## src/rtl/ifu_fetch.sv

```systemverilog
// Instruction fetch unit: one AR/R read per instruction, result held for the core until inst_ready.
// Latency 3 cycles IDLE->HOLD at best; arvalid is held until arready, and inst is held until inst_ready.
module ifu_fetch #(
    parameter int unsigned ADDR_WIDTH = 32,
    parameter logic [31:0] NOP_INST   = 32'h00000013
) (
    input  logic                  clk,
    input  logic                  rst,
    input  logic [ADDR_WIDTH-1:0] pc,
    output logic [31:0]           inst,
    output logic                  inst_valid,
    input  logic                  inst_ready,
    output logic                  fetch_err,
    output logic [1:0]            err_cause,
    output logic [31:0]           fetch_cnt,
    output logic [ADDR_WIDTH-1:0] araddr,
    output logic                  arvalid,
    input  logic                  arready,
    input  logic [31:0]           rdata,
    input  logic [1:0]            rresp,
    input  logic                  rvalid,
    output logic                  rready
);

    localparam logic [1:0] CAUSE_NONE  = 2'b00;
    localparam logic [1:0] CAUSE_BUS   = 2'b01;
    localparam logic [1:0] CAUSE_ALIGN = 2'b10;

    typedef enum logic [1:0] {S_IDLE, S_REQ, S_WAIT, S_HOLD} state_t;

    state_t                  state_q, state_d;
    logic [31:0]             inst_q, inst_d;
    logic                    fetch_err_q, fetch_err_d;
    logic [1:0]              err_cause_q, err_cause_d;
    logic [31:0]             fetch_cnt_q, fetch_cnt_d;
    logic [ADDR_WIDTH-1:0]   araddr_q, araddr_d;
    logic                    arvalid_q, arvalid_d;
    logic                    rready_q, rready_d;
    logic                    inst_valid_q, inst_valid_d;

    always_comb begin
        state_d     = state_q;
        inst_d      = inst_q;
        fetch_err_d = fetch_err_q;
        err_cause_d = err_cause_q;
        fetch_cnt_d = fetch_cnt_q;
        araddr_d    = araddr_q;

        case (state_q)
            S_IDLE: begin
                araddr_d = pc;
                // A misaligned pc never reaches the bus; the core gets a NOP tagged with the cause.
                if (pc[1:0] != 2'b00) begin
                    state_d     = S_HOLD;
                    inst_d      = NOP_INST;
                    fetch_err_d = 1'b1;
                    err_cause_d = CAUSE_ALIGN;
                end else begin
                    state_d = S_REQ;
                end
            end
            S_REQ: begin
                if (arvalid_q && arready) begin
                    state_d = S_WAIT;
                end
            end
            S_WAIT: begin
                if (rready_q && rvalid) begin
                    state_d = S_HOLD;
                    if (rresp == 2'b00) begin
                        inst_d      = rdata;
                        fetch_err_d = 1'b0;
                        err_cause_d = CAUSE_NONE;
                    end else begin
                        inst_d      = NOP_INST;
                        fetch_err_d = 1'b1;
                        err_cause_d = CAUSE_BUS;
                    end
                end
            end
            S_HOLD: begin
                if (inst_valid_q && inst_ready) begin
                    state_d     = S_IDLE;
                    fetch_cnt_d = fetch_cnt_q + 32'd1;
                end
            end
            default: state_d = S_IDLE;
        endcase

        // Handshake outputs are registered copies of the next-state decode.
        arvalid_d    = (state_d == S_REQ);
        rready_d     = (state_d == S_WAIT);
        inst_valid_d = (state_d == S_HOLD);
    end

    always_ff @(posedge clk) begin
        if (rst) begin
            state_q      <= S_IDLE;
            inst_q       <= 32'd0;
            fetch_err_q  <= 1'b0;
            err_cause_q  <= CAUSE_NONE;
            fetch_cnt_q  <= 32'd0;
            araddr_q     <= '0;
            arvalid_q    <= 1'b0;
            rready_q     <= 1'b0;
            inst_valid_q <= 1'b0;
        end else begin
            state_q      <= state_d;
            inst_q       <= inst_d;
            fetch_err_q  <= fetch_err_d;
            err_cause_q  <= err_cause_d;
            fetch_cnt_q  <= fetch_cnt_d;
            araddr_q     <= araddr_d;
            arvalid_q    <= arvalid_d;
            rready_q     <= rready_d;
            inst_valid_q <= inst_valid_d;
        end
    end

    assign inst       = inst_q;
    assign inst_valid = inst_valid_q;
    assign fetch_err  = fetch_err_q;
    assign err_cause  = err_cause_q;
    assign fetch_cnt  = fetch_cnt_q;
    assign araddr     = araddr_q;
    assign arvalid    = arvalid_q;
    assign rready     = rready_q;

endmodule

```

## config.mk

```make
export PLATFORM = sky130hd
export DESIGN_NAME = ifu_fetch
export DESIGN_NICKNAME = d
export VERILOG_FILES = /design/src/rtl/ifu_fetch.sv
export SDC_FILE = /design/constraint.sdc
export NUM_CORES = 1
export LEC_CHECK = 0
export CORE_ASPECT_RATIO = 1.25
export CORE_MARGIN = 3
export CORE_UTILIZATION = 38
export CTS_BUF_LIST = sky130_fd_sc_hd__clkbuf_16
export DETAILED_ROUTE_END_ITERATION = 12
export HOLD_SLACK_MARGIN = 0.12
export PLACE_DENSITY = 0.76
export SETUP_SLACK_MARGIN = 0.02
export SLEW_MARGIN = 10
export SYNTH_ARGS = -nofsm -noshare
export SYNTH_HDL_FRONTEND = slang
export SYNTH_SLANG_ARGS = --single-unit
export TNS_END_PERCENT = 1
```

## constraint.sdc

```tcl
create_clock -name clk -period 1.6 [get_ports clk]
set_clock_uncertainty 0.05 [all_clocks]
set_input_delay 0.16 -clock clk [delete_from_list [all_inputs] [get_ports clk]]
set_output_delay 0.16 -clock clk [all_outputs]
set_load 0.01 [all_outputs]
```

# [Yosys cells after proc, flatten, opt, wreduce, memory -nomap -nowiden]
# Cells that the tools add are included.
[op_classes] div=0 addsub=1 n_eq_ne=8 n_bitwise=0 shifts=0 order_cmp=0 mux=17 n_reduce_logical=9 mul=0
[ops] cell="$mux 32" n=3
[ops] cell="$pmux 32 s2" n=1
[ops] cell="$add 32x1->32 const B" n=1
[ops] cell="$mux 2" n=6
[ops] cell="$eq 2x2->1 const B" n=4
[ops] cell="$pmux 2 s4" n=1
[ops] cell="$eq 2x1->1 const B" n=2
[ops] cell="$logic_not 2->1" n=2
[ops] cell="$mux 1" n=4
[ops] cell="$ne 2x2->1 const B" n=2
[ops] cell="$pmux 2 s2" n=1
[ops] cell="$reduce_bool 2->1" n=2
[ops] cell="$logic_and 1x1->1" n=3
[ops] cell="$reduce_and 3->1" n=1
[ops] cell="$pmux 1 s2" n=1
[ops] cell="$reduce_and 2->1" n=1
[word_totals] elab_cells=44 rom_bits=0 ram_bits=0 ff_bits=104 n_memories=0 output_inout_bits=102 in_bits=71 latch_bits=0

# [Longest topological paths before layout]
# Gate-level depths: netlist of the first run.
[logic_depth] depth_word=4 ltp_mapped=6 depth_no_buf=4

# [Least setup slack after synthesis of the first run]
# OpenSTA, ideal clock, no wires.
[synth_path] path_kind="register to register" from="reg fetch_cnt_q[4], in the netlist fetch_cnt[4]" to="reg fetch_cnt_q[30], in the netlist fetch_cnt[30]" setup_ns=0.123 stages_incl_launch_ff=6 n_path_buf=1 synth_period_minus_slack_ns=1.737 path_slack_ns=-0.137 t_required_ns=1.427 arrival_time_ns=1.564 path_cell_list="dfxtp_1 -> and4_2 -> nand2_1 -> buf_2 -> nor4_1 -> mux2_1"
[synth_via] elab_chain_cells=1
[synth_rtl] item="from (decl)" line_no="35" text="logic [31:0] fetch_cnt_q, fetch_cnt_d;"
[synth_rtl] item="from (signal assigned)" line_no="112" text="fetch_cnt_q <= fetch_cnt_d;"
[synth_rtl] item="$add 32x1->32" line_no="84" text="fetch_cnt_d = fetch_cnt_q + 32'd1;"
# No other way between the ends.
# A chain may end at the register's enable or synchronous reset.

# [Worst setup path in the final report of the first run]
[layout_path] from="reg fetch_cnt_q[10], in the netlist fetch_cnt[10]" to="reg fetch_cnt_q[22], in the netlist fetch_cnt[22]"
# Same word-level chain as after synthesis.

==> impl_metrics.ini, run 1 <==
[routing]
dr.first_iter.drc_count = 157
dr_total_vias = 4277
avgRoutedWirePerCell_um = 15.6
ant_nets = 0
drc = 0
dr.pass1.iters = 4
routed_wl_um = 12800
viasPerCell = 5.24
drt-met1-wl_um = 4810
top_layer_used = met4
dr_wl_met3_um = 844
wl_met2_um = 6830

[setup_path]
cp_max_fo = 8
worst-r2r-setup-slack_ps = -120
ff2ff_path_depth = 5
cp-start-kind = register
path_cells = and4_4 > nand4_4 > buf_6 > or4_4 > a21oi_1
max_stage_delay_ps = 480
critPathSlowestCell = or4_4
worst_ep_arrival_time_ps = 1940
cp_data_required_time_ps = 1820
crit_path_end_kind = register
crit_type = reg -> reg

[floorplanning]
io_pins = 173
start_util = 0.394
rows = 41
coreArea_um2 = 10200
die_area_um2 = 11800
die_h_um = 121
chipWidth_um = 98.0

[finish]
nNetsFinal = 756
stdcell_count = 817
diodes = 0
areaGrowthSynthToFinish_pct = 72.5
drive_gt1_frac = 0.217

[synthesis]
synth_area_um2 = 4020
synth_cells = 460
ys_warn_count = 0
synth-main-ff-cell = dfxtp_1
synthArstFlopShare = 0
synth-edff-count = 0
ys_seq_elements = 104
yosysSeqAreaShare = 0.518
synth_nets = 532
synth_cell_types = 40
synth.avg_cell_area_um2 = 8.73

[placement]
place_inst = 793
gp_congestion = 0.878
place_hpwl_um = 9010
port_buffers = 172

[timing]
setup_slack_ps = -117
setup_viol = 14
fmax_mhz = 583
period_minus_slack_ps = 1720
max_slew.worst_pin.slew_ps = 386
finalSetupTns_ps = -662
finalHoldViolCount = 0
slew_violations = 0
fin_crit_sh = 1.07
rsz0062_at_grt = yes
slew-limit-headroom = 0.741

[run_status]
violations = negative setup slack
status = finished, violations left

[power]
p_leak_nw = 2.71
peakVddDrop_uv = 750
pwr_density_cell_nw_per_um2 = 851

[job]
cap_violations = 0

[clock_network]
max-clock-path-buffers = 2
cts-root-buf = clkbuf_16
clkLatencyLatePin_ps = 330
cts.clk_slew.worst_paths_ps = 60
htreeDepth = 3
numCtsBuffers = 9
cts_tree = built
cts_sinks = 104

[global_route]
gr-total-overflow = 0
grt_util_all_layers = 0.204
grt_pass1_wl_um = 20000
grt_max_degree = 39
grt_pass1_vias = 4201
antenna_found_initial = 0

[hold_path]
hp-class = in -> reg
whs_path_depth = 2
-- Yosys cell counts, types with 2 or more instances --
cell        n  area (um^2)
and3_1      4         25.0
o21ai_0     7         35.0
a21oi_1    55          275
o22ai_1     4         25.0
nand3_1     8         40.0
or4_1      16          120
nand4_1    11         68.8
and4_1      2         17.5
nor2_1     48          180
xor2_1      7         61.3
nand2_1    75          282
nand4_4     2         42.5
or3_1       7         43.8
and4_4      2         22.5
and2_1      5         31.3
nand4b_1    2         17.5
o31ai_1    16          120
dfxtp_1   104         2080
nor3_1      4         20.0
buf_2       6         30.0
clkbuf_1   26         97.6
inv_1       2         7.51
nor2b_1     2         12.5
a22oi_1    29          218
-- registers in the layout, indices dropped and copies added, names as in the netlist --
register,flops
araddr,32
fetch_err,1
err_cause,2
arvalid,1
rready,1
state_q,2
fetch_cnt,32
inst,32
inst_valid,1
-- stage by stage --
| step | util | total power [W] | hold slack [ps] | setup slack (ps) | cell area, um^2 |
|---|---|---|---|---|---|
| finish | 0.679 | 0.00589 | 129 | -117 | 6930 |
| CTS | 0.656 | 0.00594 | 120 | -41.8 | 6690 |
| global route | 0.679 | 0.00614 | 132 | -164 | 6930 |
| floorplan | - | 0.00316 | 246 | -9.85 | 4050 |
| global placement | 0.622 | 0.00367 | 392 | -394 | 6340 |
| detailed placement | 0.622 | 0.00369 | 397 | -421 | 6340 |
-- worst paths after layout --
check | startpoint | endpoint
worst min register to register | araddr[12] | araddr[12]
worst max register to register | fetch_cnt[10] | fetch_cnt[22]
worst max-delay path | fetch_cnt[10] | fetch_cnt[22]
worst min-delay path | rst | fetch_cnt[4]
-- worst max-delay path: cells and delay by family (launching register included) --
kind                   cells  cell delay [ps]
and+or+nand+nor            3              960
buffers and inverters      1              190
DFF                        1              330
AOI/OAI and AO/OA          1              130
-- power by group --
part	internal (W)	switching, W	leakage [nW]
registers	0.00270	0.0000590	0.855
logic	0.000467	0.000416	1.70
clock network	0.00134	0.000906	0.152
-- per-layer routing --
layer  global-route usage  vias to the layer above
met5                    0                        -
met4               0.0701                        0
met3               0.0558                       20
met2                0.371                      138
met1                0.226                     2027
li1                     -                     2092
-- layout make-up --
class	count	area, um^2
Clock inverter	6	76.3
Fill cell	775	3280
Clock buffer	9	225
Timing Repair Buffer	245	2370
Inverter	2	7.51
Tap cell	129	161
Multi-Input combinational cell	322	1980
Sequential cell	104	2110
-- cells by family (layout without fill, tap and decap cells) --
group | after synthesis | after routing | synth area share
buffers and inverters | 35 | 262 | 0.0364
adders and majority gates | 1 | 1 | 0.00311
DFF | 104 | 104 | 0.518
muxes | 2 | 2 | 0.00529
xor gates and xnor gates | 8 | 8 | 0.0174
AOI/OAI and AO/OA | 115 | 115 | 0.174
and+or+nand+nor | 195 | 196 | 0.245
-- layout by cell type (no fill, tap or decap), types with 6 or more instances in the layout --
cell type / synthesis / routed
clkdlybuf4s50_1: 0 / 162
dfxtp_1: 104 / 86
nand2_1: 75 / 74
buf_4: 0 / 63
nor2_1: 48 / 47
a21oi_1: 55 / 44
a22oi_1: 29 / 22
dfxtp_2: 0 / 17
o31ai_1: 16 / 14
nand4_1: 11 / 11
a21oi_2: 0 / 11
or4_1: 16 / 11
clkbuf_16: 0 / 9
dlymetal6s2s_1: 0 / 8
nand3_1: 8 / 7
o21ai_0: 7 / 7
xor2_1: 7 / 7
a22oi_2: 0 / 7
or3_1: 7 / 6
-- repair_timing --
item,in CTS,in global routing
resized for setup,9,52
endpoints found under the setup margin,23,69
pin swaps,3,22
buffers inserted,2,6
gates cloned,0,1
hold buffers,0,0
(Power assumes the default switching activity.)
==> run 2, diff against run 1 <==
CORE_ASPECT_RATIO = 0.7   (was 1.25)
==> run 2 against run 1 <==
Net effect:
- power about the same
- first-iteration DRC count is 26% higher
- the run still ends with negative setup slack left
- clock-buffer cell count is the same
==> impl_metrics.ini, run 2 (same netlist as run 1, synthesis figures left out) <==
[run_status]
status = finished, violations left
violations = negative setup slack

[routing]
drc = 0
ant_nets = 0
dr_total_vias = 4231
routed_wl_um = 12300
avgRoutedWirePerCell_um = 15.2
dr.pass1.iters = 4
viasPerCell = 5.21
dr.first_iter.drc_count = 198

[global_route]
grt_util_all_layers = 0.204
grt_pass1_vias = 4198
antenna_found_initial = 0
grt_max_degree = 36
gr-total-overflow = 0
grt_pass1_wl_um = 19900

[clock_network]
htreeDepth = 3
max-clock-path-buffers = 2
cts-root-buf = clkbuf_16
cts.clk_slew.worst_paths_ps = 70
numCtsBuffers = 9
cts_sinks = 104
cts_tree = built
clkLatencyLatePin_ps = 340

[timing]
finalHoldViolCount = 0
fmax_mhz = 607
max_slew.worst_pin.slew_ps = 406
setup_slack_ps = -48.7
hold_slack_ps = 324
fin_crit_sh = 1.03
period_minus_slack_ps = 1650
setup_viol = 10
slew_violations = 0
rsz0062_at_grt = yes
slew-limit-headroom = 0.727

[floorplanning]
die_area_um2 = 11900
rows = 30
die_h_um = 92.0
start_util = 0.402
coreArea_um2 = 9980
io_pins = 173
chipWidth_um = 129

[setup_path]
critPathSlowestCell = or4_1
worst_ep_arrival_time_ps = 1870
cp-start-kind = register
path_cells = and4_4 > nand4_1 > buf_6 > or4_1 > a21oi_1
crit_path_end_kind = register
cp_max_fo = 6
max_stage_delay_ps = 500
cp_data_required_time_ps = 1820
crit_type = reg -> reg

[placement]
port_buffers = 172
placed_area_um2 = 6320
gp_congestion = 0.796
place_hpwl_um = 9110

[finish]
fin_area_um2 = 6870
diodes = 0
layout_commonest_cell = clkdlybuf4s50_1
nNetsFinal = 752
fillers = 741
areaGrowthSynthToFinish_pct = 70.9
layout_common_cells = clkdlybuf4s50_1, dfxtp_1, nand2_1, buf_4, a21oi_1
drive_gt1_frac = 0.206

[job]
cap_violations = 0

[power]
p_clk_frac = 0.383
internal-power_w = 0.00453
switching_share = 0.232
p_leak_nw = 2.81
pwr_density_cell_nw_per_um2 = 858
seqPwrFrac = 0.469
peakVddDrop_uv = 572
p_sw_w = 0.00137
comb_power_share = 0.148

[hold_path]
hp-class = in -> reg
[run 2: changes by cell type in the layout (fill, tap and decap cells not counted), moves of 4 or more]
cell / before / now
dlymetal6s2s_1: 8 / 15
a21oi_1: 44 / 48
a21oi_2: 11 / 7
clkdlybuf4s50_1: 162 / 153
[run 2: through the flow]
step | instances | setup slack, ps | util | TNS [ps] | power (W)
2_1_floorplan | 460 | -9.85 | - | -52.5 | 0.00316
3_3_place_gp | 792 | -385 | 0.633 | -7230 | 0.00365
4_1_cts | 812 | -31.5 | 0.675 | -135 | 0.00596
5_1_grt | 812 | -120 | 0.688 | -1590 | 0.00616
3_5_place_dp | 792 | -455 | 0.633 | -9190 | 0.00367
6_report | 812 | -48.7 | 0.688 | -234 | 0.00590
[run 2: final cells by class]
class	count	area, um^2	share of cell area
clock inverter	6	85.1	0.0124
clock buffer	9	225	0.0328
tap	128	160	0.0233
multi-input combinational	321	1960	0.285
sequential	104	2100	0.306
timing repair buffer	242	2330	0.340
inverter	2	7.51	0.00109
[run 2: repair_timing]
action	in CTS	in global routing
setup buffers	4	0
hold buffers	1	0
resized for setup	23	36
endpoints found under the setup margin	35	72
hold endpoints to repair	5	0
pin swaps	16	12
[run 2: power groups by stage]
stage / logic (W) / clock network (W) / registers [W]
after floorplan: 0.000290 / 0 / 0.00287
after global placement: 0.000839 / 0 / 0.00282
after detailed placement: 0.000853 / 0 / 0.00282
after CTS: 0.000865 / 0.00233 / 0.00276
after global routing: 0.000955 / 0.00243 / 0.00278
final: 0.000873 / 0.00226 / 0.00276
[run 2: routing by layer]
layer	vias up	part of all wire	global-route usage
li1	2083	-	-
met1	1981	0.44	0.257
met2	158	0.47	0.330
met3	9	0.086	0.0797
met4	0	0.0062	0.0455
met5	-	0	0
[run 2: worst max-delay path, delay by kind of cell (launching register included)]
family	cells	cell delay, ps
flops	1	330
buf+inv	1	160
simple gates	3	920
compound gates	1	120
[run 2: final timing paths]
kind	start	end	slack, ps	cells past startpoint
max	fetch_cnt[4]	fetch_cnt[27]	-50	5
min	pc[6]	araddr[6]	320	3
max reg2reg	fetch_cnt[4]	fetch_cnt[27]	-50	5
min reg2reg	araddr[26]	araddr[26]	410	2
==> run 3, diff against run 2 <==
CORE_MARGIN = 1.5   (was 3)
PLACE_DENSITY = 0.85   (was 0.76)
==> run 3 against run 2 <==
Net effect:
- critical path type unchanged
- largest cell class unchanged
- sequential power barely moved
- flip-flop and latch count did not move
- final cell count rose by 0.25%
- setup slack got worse by 110 ps
- highest routed layer unchanged
- register-to-register slack got worse by 110 ps
- worst hold slack got worse by 130 ps
- the flow finishes with violations (design-rule violations, negative setup slack)
- via count rose by 1.2%
==> impl_metrics.ini, run 3 (same netlist as run 1, synthesis figures left out) <==
[routing]
dr_total_vias = 4283
drc = 10
viasPerCell = 5.26
dr.pass1.iters = 10
routed_wl_um = 12400
avgRoutedWirePerCell_um = 15.2
ant_nets = 0
dr.first_iter.drc_count = 208

[setup_path]
ff2ff_path_depth = 5
rr_startpoint = fetch_cnt[13]
crit_family = simple AND/OR/NAND/NOR gates
cp-start-kind = register
worst-r2r-setup-slack_ps = -150
cp_num_buf_inv = 1
crit_path_end_kind = register
worst_ep_arrival_time_ps = 1900
cp_max_fo = 8
max_stage_delay_ps = 340
crit_type = reg -> reg
critPathSlowestCell = o31ai_1
cp_data_required_time_ps = 1750
path_cells = and4_4 > nand4_2 > buf_4 > o31ai_1 > a21oi_2
r2r_end = fetch_cnt[25]

[floorplanning]
io_pins = 173
rows = 31
die_h_um = 89.0
coreArea_um2 = 10300
die_area_um2 = 11200
start_util = 0.389
chipWidth_um = 126

[job]
cap_violations = 0

[timing]
slew_violations = 0
setup_viol = 17
period_minus_slack_ps = 1750
fmax_mhz = 570
slew-limit-headroom = 0.658
rsz0062_at_grt = yes
max_slew.worst_pin.slew_ps = 509
fin_crit_sh = 1.10
hold_slack_ps = 194
setup_slack_ps = -154
finalHoldViolCount = 0

[finish]
drive_gt1_frac = 0.198
diodes = 0
areaGrowthSynthToFinish_pct = 69.8
register_area_um2 = 2110
nNetsFinal = 750
fillers = 774
stdcell_count = 814
layout_common_cells = clkdlybuf4s50_1, dfxtp_1, nand2_1, buf_4, a21oi_1
finalCoreUtilization = 0.661
multi_input_area_um2 = 1920
layout_commonest_cell = clkdlybuf4s50_1
fin_area_um2 = 6820

[clock_network]
clkLatencyLatePin_ps = 330
cts.clk_slew.worst_paths_ps = 70
cts-hold-fix-buffers = 0
htreeDepth = 3
cts_sinks = 104
cts-root-buf = clkbuf_16
numCtsBuffers = 9
cts_tree = built
max-clock-path-buffers = 2

[hold_path]
whs_path_depth = 3
hp-start = rst
holdPathEnd = fetch_cnt[30]
hp-class = in -> reg

[global_route]
grt_pass1_wl_um = 18600
grt_max_degree = 51
grt_util_all_layers = 0.204
antenna_found_initial = 0
grt_pass1_vias = 3891
gr-total-overflow = 0

[power]
peakVddDrop_uv = 589
p_leak_nw = 2.67
pwr_density_cell_nw_per_um2 = 866

[placement]
place_inst = 795
placed_area_um2 = 6330
gp_congestion = 0.861
place_hpwl_um = 8690
port_buffers = 172

[run_status]
status = finished, violations left
violations = design-rule violations, negative setup slack
==> run 3: metrics by stage <==
stage	total power (W)	TNS (ps)	setup WS, ps
finish	0.00591	-907	-154
CTS	0.00594	-725	-94.9
detailed placement	0.00367	-10160	-414
global placement	0.00365	-6980	-352
global route	0.00616	-2210	-204
floorplan	0.00316	-52.5	-9.85
==> run 3: timing repair <==
action / CTS / global route
setup buffers: 1 / 2
resized for setup: 13 / 34
gates cloned: 1 / 0
setup endpoints to repair: 25 / 67
pin swaps: 10 / 28
==> run 3: power by group <==
part           total [W]  switching, W  internal [W]
registers        0.00276     0.0000599       0.00270
clock network    0.00228      0.000920       0.00136
logic           0.000870      0.000402      0.000468
==> run 3: layer usage <==
layer	share of wire	up-vias	global-route usage	wire [um]
met5	0	-	0	0
met4	0.0061	0	0.0418	75
met3	0.080	10	0.0592	986
met2	0.48	182	0.340	5920
met1	0.44	2011	0.268	5380
li1	-	2080	-	-
==> run 3: final cells by class <==
class	count	area share
Clock buffer	9	0.0330
Clock inverter	6	0.0125
Inverter	2	0.00110
Multi-Input combinational cell	322	0.282
Sequential cell	104	0.309
Tap cell	132	0.0242
Timing Repair Buffer	239	0.338
==> run 3: worst max path at each step <==
stage                              from       endpoint  slack (ps)  depth (start not counted)
after global routing      fetch_cnt[13]  fetch_cnt[25]        -200                          5
after floorplan           fetch_cnt[18]  fetch_cnt[31]         -10                          5
after CTS                  fetch_cnt[4]  fetch_cnt[10]         -90                          6
after detailed placement     inst_ready  fetch_cnt[22]        -410                          5
final                     fetch_cnt[13]  fetch_cnt[25]        -150                          5
after global placement       inst_ready  fetch_cnt[12]        -350                          5
==> run 3: worst min-delay path, cell delays in order <==
cell,delay (ps)
buf_2,150
nor2b_1,100
mux2_1,130
